<file path="config.mk">
export PLATFORM = sky130hd
export DESIGN_NAME = compressed_aligner
export DESIGN_NICKNAME = d
export VERILOG_FILES = /design/src/rtl/compressed_aligner.sv
export SDC_FILE = /design/constraint.sdc
export NUM_CORES = 1
export LEC_CHECK = 0
export CAP_MARGIN = 10
export CORE_UTILIZATION = 40
export DETAILED_ROUTE_END_ITERATION = 6
export PLACE_DENSITY = 0.65
export SYNTH_ARGS = -nofsm -noshare
export SYNTH_HDL_FRONTEND = slang
export SYNTH_SLANG_ARGS = --single-unit
</file>
<file path="constraint.sdc">
create_clock -name clk -period 7 [get_ports clk]
set_input_delay 2.1 -clock clk [delete_from_list [all_inputs] [get_ports clk]]
set_output_delay 2.1 -clock clk [all_outputs]
set_load 0.02 [all_outputs]
</file>
<file path="src/rtl/compressed_aligner.sv">
// Realigns word-aligned fetch data into one RVC or 32-bit instruction per handshake, stitching straddlers.
// Optional straddle counter output under `ifdef ALIGNER_PERF_CNT_EN.
module compressed_aligner #(
   parameter logic [31:0] RESET_PC = 32'h0000_0000
) (
   input  logic        clk,
   input  logic        reset,
   input  logic        flush_i,
   input  logic [31:0] flush_pc_i,
   input  logic        fetch_valid_i,
   output logic        fetch_ready_o,
   input  logic [31:0] fetch_data_i,
   output logic        inst_valid_o,
   input  logic        inst_ready_i,
   output logic [31:0] inst_o,
   output logic [31:0] inst_pc_o,
   output logic        inst_compressed_o,
   output logic        straddle_o
`ifdef ALIGNER_PERF_CNT_EN
   ,
   output logic [15:0] straddle_cnt_o
`endif
);

   localparam logic [1:0] S_ALIGN = 2'd0;
   localparam logic [1:0] S_HCOMP = 2'd1;
   localparam logic [1:0] S_HFULL = 2'd2;
   localparam logic [1:0] S_SKIP  = 2'd3;

   localparam logic [1:0] RESET_STATE = RESET_PC[1] ? S_SKIP : S_ALIGN;

   logic [1:0]  state;
   logic [15:0] hbuf;
   logic [31:0] pc;

   logic [1:0]  state_nxt;
   logic [15:0] hbuf_nxt;
   logic [31:0] pc_nxt;

   logic        emit;
   logic        emit_straddle;
   logic [31:0] emit_inst;

   logic        free;
   logic        fire;
   logic [15:0] w_lo;
   logic [15:0] w_hi;

   logic        unused_flush_pc_lsb;

   function automatic logic is_full(input logic [15:0] h);
      return h[1:0] == 2'b11;
   endfunction

   assign w_lo = fetch_data_i[15:0];
   assign w_hi = fetch_data_i[31:16];

   assign free          = !inst_valid_o || inst_ready_i;
   assign fetch_ready_o = !reset && !flush_i && free && (state != S_HCOMP);
   assign fire          = fetch_valid_i && fetch_ready_o;

   // Redirect targets are halfword aligned; the byte bit carries no information.
   assign unused_flush_pc_lsb = flush_pc_i[0];

   always_comb begin
      // NOTE: every variable gets a default before the case so no path leaves it unassigned (no latches).
      state_nxt     = state;
      hbuf_nxt      = hbuf;
      pc_nxt        = pc;
      emit          = 1'b0;
      emit_straddle = 1'b0;
      emit_inst     = '0;
      case (state)
         S_ALIGN: begin
            if (fire) begin
               emit = 1'b1;
               if (is_full(w_lo)) begin
                  emit_inst = fetch_data_i;
                  pc_nxt    = pc + 32'd4;
               end else begin
                  emit_inst = {16'h0000, w_lo};
                  pc_nxt    = pc + 32'd2;
                  hbuf_nxt  = w_hi;
                  state_nxt = is_full(w_hi) ? S_HFULL : S_HCOMP;
               end
            end
         end
         S_HCOMP: begin
            // The buffered RVC half drains without consuming a fetch word.
            if (free) begin
               emit      = 1'b1;
               emit_inst = {16'h0000, hbuf};
               pc_nxt    = pc + 32'd2;
               state_nxt = S_ALIGN;
            end
         end
         S_HFULL: begin
            if (fire) begin
               emit          = 1'b1;
               emit_straddle = 1'b1;
               emit_inst     = {w_lo, hbuf};
               pc_nxt        = pc + 32'd4;
               hbuf_nxt      = w_hi;
               state_nxt     = is_full(w_hi) ? S_HFULL : S_HCOMP;
            end
         end
         default: begin
            // S_SKIP: the low half precedes the redirect target and is dropped.
            if (fire) begin
               if (is_full(w_hi)) begin
                  hbuf_nxt  = w_hi;
                  state_nxt = S_HFULL;
               end else begin
                  emit      = 1'b1;
                  emit_inst = {16'h0000, w_hi};
                  pc_nxt    = pc + 32'd2;
                  state_nxt = S_ALIGN;
               end
            end
         end
      endcase
   end

   // NOTE: sequential state uses <= so every register samples pre-edge values, independent of block order.
   always_ff @(posedge clk or posedge reset) begin
      if (reset) begin
         state <= RESET_STATE;
         hbuf  <= '0;
         pc    <= RESET_PC;
      end else if (flush_i) begin
         state <= flush_pc_i[1] ? S_SKIP : S_ALIGN;
         hbuf  <= '0;
         pc    <= {flush_pc_i[31:1], 1'b0};
      end else begin
         state <= state_nxt;
         hbuf  <= hbuf_nxt;
         pc    <= pc_nxt;
      end
   end

   always_ff @(posedge clk or posedge reset) begin
      if (reset) begin
         inst_valid_o      <= 1'b0;
         inst_o            <= '0;
         inst_pc_o         <= '0;
         inst_compressed_o <= 1'b0;
         straddle_o        <= 1'b0;
      end else if (flush_i) begin
         inst_valid_o <= 1'b0;
      end else if (emit) begin
         inst_valid_o      <= 1'b1;
         inst_o            <= emit_inst;
         inst_pc_o         <= pc;
         inst_compressed_o <= emit_inst[1:0] != 2'b11;
         straddle_o        <= emit_straddle;
      end else if (inst_ready_i) begin
         inst_valid_o <= 1'b0;
      end
   end

`ifdef ALIGNER_PERF_CNT_EN
   // Saturating count of emitted straddlers; survives redirects.
   always_ff @(posedge clk or posedge reset) begin
      if (reset) begin
         straddle_cnt_o <= '0;
      end else if (emit_straddle && !flush_i && (straddle_cnt_o != 16'hFFFF)) begin
         straddle_cnt_o <= straddle_cnt_o + 16'd1;
      end
   end
`endif

endmodule

</file>
==> results_dict.tcl, run 1 <==
set metrics [dict create \
    outcome "complete, but fails checks" \
    violations "DRC" \
    timing_worst_setup_path_type "primary input to output pin" \
    vias_per_cell 5.89 \
    grt_setup_unrepaired "false" \
    area_growth_pct 30.7 \
    gp_congestion 0.866 \
    synthCells 617 \
    cp-start-kind "primary input" \
    crit_path_end_kind "output pin" \
    drv_slew 0 \
    yosysMostFrequentCell "dfrtp_1" \
    track_usage_pct 23.7 \
    synth_edf_count 0 \
    worstPathRequired_ns 4.90 \
    holdWs_ns 0.470 \
    ys_seq_elements 115 \
    power.leakage_nw 3.41 \
    placed_area_um2 7730 \
    yosysUniqueCellTypes 82 \
    slew_headroom_pct 28.1 \
    post-cts-setup-buffer-count 0 \
    slowest_stage "clkdlybuf4s50_1" \
    r2r_cells 7 \
    drtPass1Iterations 7 \
    yosysSeqAreaShare_pct 45.2 \
    cts_buffers 17 \
    grt_pass1_wl_um 29700 \
    finalSetupViolCount 0 \
    skew_ns 0.0131 \
    ctsHoldBuffers 0 \
    synth_top_area_share_pct 45.2 \
    busiest_layer "met2" \
    ff_latch_area_um2 2880 \
    fillers 1320 \
    nets 803 \
    cts-root-buf "clkbuf_16" \
    multi_input_area_um2 3110 \
    syn-cell-area_um2 6370 \
    grt_pass1_vias 5635 \
    critPathMaxFanout 9 \
    yosys-top-cells-count "dfrtp_1 (115), nand2_1 (68), nand4_1 (34)" \
    synth_warnings 0 \
    yosys.area.top_type "dfrtp_1" \
    cp.arrival_ns 3.77 \
    async_reset_ff_share_pct 100 \
    rows 45 \
    synthTopCellsByArea "dfrtp_1 (45%), mux2_2 (5.1%), nand2_1 (4.0%)" \
    fin_crit_sh_pct 83.8 \
    cpPeakStageDelay_ns 0.61 \
    clock_latency_ns 0.42 \
    ios 137 \
    final_cells 951 \
    cts_resized 0 \
    vias 5598 \
    min_path_type "register to register" \
    wl_um 18700 \
    grt_max_degree 73 \
    grt_use_met3_pct 5.76 \
    maxCapViolations 0 \
    place_hpwl_um 12800 \
    period_needed_ns 5.87 \
    cts.path.max_buffers 2 \
    place_inst 919 \
    h-tree-depth 4 \
    use_met2_pct 35.6 \
    initial_core_util_pct 41.4 \
    timing.fmax_mhz 171 \
    worst_pin_slew_ns 1.08 \
    synth-main-ff-cell "dfrtp_1" \
    ir_drop_mv 0.192 \
    powerDensity_nw_per_um2 355 \
    design_area_um2 8320 \
    use_met1_pct 32.4 \
    drive_gt1_share_pct 14.2 \
    avgRoutedWirePerCell_um 19.7 \
    antenna_left 0 \
    die_h_um 128 \
    tritoncts "yes" \
    die_area_um2 16400 \
    clock_sinks 115 \
    antenna_found_initial 0 \
    io_buffers 134 \
    overflow 0 \
    crit_top_cell "clkdlybuf4s50_1" \
    coreArea_um2 15400 \
    path_clk_slew_ns 0.05 \
    hold_violations 0 \
    tns_ns 0 \
    postLayoutCoreUtil_pct 54.1 \
    crit_chain "clkdlybuf4s50_1 -> nand2b_1 -> and3_1 -> clkdlybuf4s50_1" \
    syn-num-nets 692 \
    chipWidth_um 128 \
    hold_depth 2 \
    drc 9 \
    antenna_cells 0 \
    syn_avg_cell_area_um2 10.3 \
    drt_iter0_markers 549 \
]
metal layers:
metal	wire, µm	share of wire (%)	vias up
li1	-	-	2574
met1	8420	45	2730
met5	0	0	-
met4	427	2.3	0
met2	8510	45	264
met3	1390	7.4	30
where the power goes:
part           total, mW  internal, mW  switching (mW)
sequential         0.994         0.849           0.145
combinational       1.09         0.519           0.576
clock              0.869         0.562           0.307
registers in the layout, indices dropped and copies added (netlist names):
signal	flops
inst_o	32
inst_valid_o	1
inst_pc_o	31
state	2
pc	31
straddle_o	1
hbuf	16
inst_compressed_o	1
placed cells by master, fill, tap and decap left out, drive strengths merged, types with 15 or more instances in the layout:
master	Yosys	layout
clkdlybuf4s50	0	133
clkbuf	20	20
mux2i	24	24
dfrtp	115	115
a22oi	17	17
and3	17	17
nand4	34	34
inv	27	27
nor2	23	23
mux2	31	31
o21ai	19	19
a21oi	20	20
o2bb2ai	17	17
a222oi	15	15
nand3	16	16
nand2	68	68
critical path, delay by kind of cell:
family / cells / cell delay, ns
AND/OR/NAND/NOR: 2 / 0.61
buffers and inverters: 2 / 1.06
area by class of cell:
type	instances	share of cell area, %
Multi-Input combinational cell	427	37.4
Timing Repair Buffer	140	16.6
Tap cell	211	3.17
Sequential cell	115	34.6
Clock inverter	11	1.64
Inverter	27	1.25
Clock buffer	20	5.37
metrics by stage:
step                      setup slack (ns)  power (mW)
final                                 1.13        2.96
after global routing                  1.09        3.10
after CTS                             1.14        2.97
after detailed placement              1.16        2.09
after global placement                1.18        2.07
after floorplan                       1.86        1.62
path summary, 6_finish.rpt:
path	start	to	slack (ns)
max in group asynchronous	reset	pc[28]	3.50
max reg2reg	state[0]	inst_pc_o[31]	3.60
max	inst_ready_i	fetch_ready_o	1.13
min	hbuf[14]	hbuf[14]	0.47
min reg2reg	hbuf[14]	hbuf[14]	0.47
min in group asynchronous	reset	hbuf[12]	2.38
logic make-up (layout without fill, tap and decap cells):
logic type / after synthesis / count (layout) / share of synthesized area, %
DFF: 115 / 115 / 45.2
xor gates and xnor gates: 2 / 2 / 0.275
buffers and inverters: 75 / 198 / 5.93
adders and majority gates: 6 / 6 / 1.18
AOI/OAI and AO/OA: 159 / 159 / 20.7
and+or+nand+nor: 204 / 204 / 17.4
muxes: 55 / 55 / 9.31
other: 1 / 1 / 0.0589
No activity file was read; power rests on OpenSTA's default activity.
==> run 2: changes to the inputs <==
Settings changed: PLACE_DENSITY 0.65 to 0.68.
Clock period 7 ns to 4.75 ns, I/O delays scaled along.
==> run 2 against run 1 <==
The run still ends with DRC left. Critical path depth unchanged. Routed wire length shrank 0.15%. Cell count rose by 0.95%. Hold slack better by 0.0046 ns. Non-clock buffer count increased by 8.
==> results_dict.tcl, run 2 (synthesis gave the netlist of run 1 again) <==
set metrics [dict create \
    min_path_type "register to register" \
    worstPathRequired_ns 3.32 \
    clock_latency_ns 0.42 \
    grt_setup_unrepaired "false" \
    crit_end "fetch_ready_o" \
    seqPwrFrac_pct 32.3 \
    cts_buffers 17 \
    maxCapViolations 0 \
    skew_ns 0.0111 \
    antenna_left 0 \
    reg2reg_to "inst_pc_o[31]" \
    internal_power_mw 3.00 \
    wl_um 18700 \
    powerDensity_nw_per_um2 534 \
    post-cts-setup-buffer-count 0 \
    swShare_pct 33.8 \
    chipWidth_um 128 \
    period_needed_ns 4.33 \
    cts.path.max_buffers 2 \
    grt_pass1_vias 5611 \
    die_area_um2 16400 \
    slew_headroom_pct 27.5 \
    tns_ns 0 \
    power.leakage_nw 3.48 \
    overflow 0 \
    r2r_cells 8 \
    timing_worst_setup_path_type "primary input to output pin" \
    power_frac_comb_pct 36.0 \
    grt_use_met3_pct 5.13 \
    regMostFlops "inst_o" \
    finalSetupViolCount 0 \
    io_buffers 134 \
    hold_violations 0 \
    vias 5655 \
    clock_sinks 115 \
    reg_top3 "inst_o: 32 flops, inst_pc_o: 31 flops, pc: 31 flops" \
    track_usage_pct 23.5 \
    critPathMaxFanout 6 \
    largest_reg_flops 32 \
    ctsHoldBuffers 0 \
    fin_ws_ns 0.416 \
    power_switching_mw 1.53 \
    antenna_found_initial 0 \
    drv_slew 0 \
    die_h_um 128 \
    crit_path_end_kind "output pin" \
    tritoncts "yes" \
    postLayoutCoreUtil_pct 55.2 \
    timing.fmax_mhz 231 \
    violations "DRC" \
    busiest_layer "met2" \
    use_met1_pct 31.8 \
    vias_per_cell 5.89 \
    cp-start-kind "primary input" \
    grt_max_degree 65 \
    initial_core_util_pct 41.4 \
    cts-root-buf "clkbuf_16" \
    avgRoutedWirePerCell_um 19.5 \
    rr_startpoint "state[0]" \
    final_cell_mix "clkdlybuf4s50_1 (133), dfrtp_1 (115), nand2_1 (68)" \
    area_growth_pct 33.2 \
    hold_depth 2 \
    rows 45 \
    dp_slack_ns 0.408 \
    path_clk_slew_ns 0.05 \
    drt_iter0_markers 554 \
    use_met2_pct 36.5 \
    power_mw 4.53 \
    outcome "complete, but fails checks" \
    drive_gt1_share_pct 15.5 \
    worstSetupStartpoint "reset" \
    r2r_slack_ns 1.74 \
    grt_pass1_wl_um 29800 \
    mostFrequentLayoutCell "clkdlybuf4s50_1" \
    antenna_cells 0 \
    h-tree-depth 4 \
    cts_resized 0 \
    fillers 1306 \
    nets 811 \
    design_area_um2 8480 \
    drc 2 \
    p_clk_share_pct 31.7 \
    placed_area_um2 7810 \
    worst_pin_slew_ns 1.08 \
    drtPass1Iterations 7 \
    ir_drop_mv 0.289 \
    ios 137 \
    coreArea_um2 15400 \
    place_hpwl_um 13100 \
    cp.arrival_ns 2.91 \
    gp_congestion 0.875 \
    fin_crit_sh_pct 91.2 \
]
[run 2: cell types whose count changed in the layout (fill, tap and decap cells not counted), sizes merged]
cell,change
clkinv,-4
bufinv,+2
clkinvlp,+3
buf,+8
[run 2: worst min-delay path by stage]
stage                         from  endpoint  slack (ns)
final                     hbuf[11]  hbuf[11]        0.47
after global routing      hbuf[11]  hbuf[11]        0.49
after CTS                 hbuf[11]  hbuf[11]        0.47
after detailed placement  hbuf[11]  hbuf[11]        0.46
after global placement     hbuf[1]   hbuf[1]        0.45
after floorplan            hbuf[0]   hbuf[0]        0.43
[run 2: stage by stage]
step / instances / hold WS, ns
after floorplan: 617 / 0.432
after global placement: 928 / 0.450
after global routing: 960 / 0.494
after detailed placement: 928 / 0.457
final: 960 / 0.474
after CTS: 960 / 0.469
[run 2: area by class of cell]
| cell class | instances | area [µm²] | share of cell area (%) |
|---|---|---|---|
| well taps | 211 | 264 | 3.11 |
| repair buffers | 148 | 1450 | 17.1 |
| flip-flops and latches | 115 | 2880 | 33.9 |
| multi-input cells | 427 | 3110 | 36.7 |
| clock buffers | 20 | 467 | 5.50 |
| inverters | 27 | 104 | 1.22 |
| clock inverters | 12 | 203 | 2.39 |
[run 2: power by group through the flow]
stage | registers, mW | logic (mW) | clock network, mW
floorplan | 1.69 | 0.695 | 0
global placement | 1.46 | 1.60 | 0
detailed placement | 1.48 | 1.63 | 0
CTS | 1.46 | 1.64 | 1.45
global route | 1.51 | 1.74 | 1.49
finish | 1.46 | 1.63 | 1.44
[run 2: worst max-delay path, stage by stage]
cell and delay, ns:
clkdlybuf4s50_1 0.51, nor2_4 0.19, and3_1 0.19, clkdlybuf4s50_1 0.60
[run 2: per-layer routing]
layer / part of all wire (%) / up-vias
met5: 0 / -
met4: 2.1 / 0
met3: 6.4 / 37
met2: 47 / 250
met1: 45 / 2765
li1: - / 2603
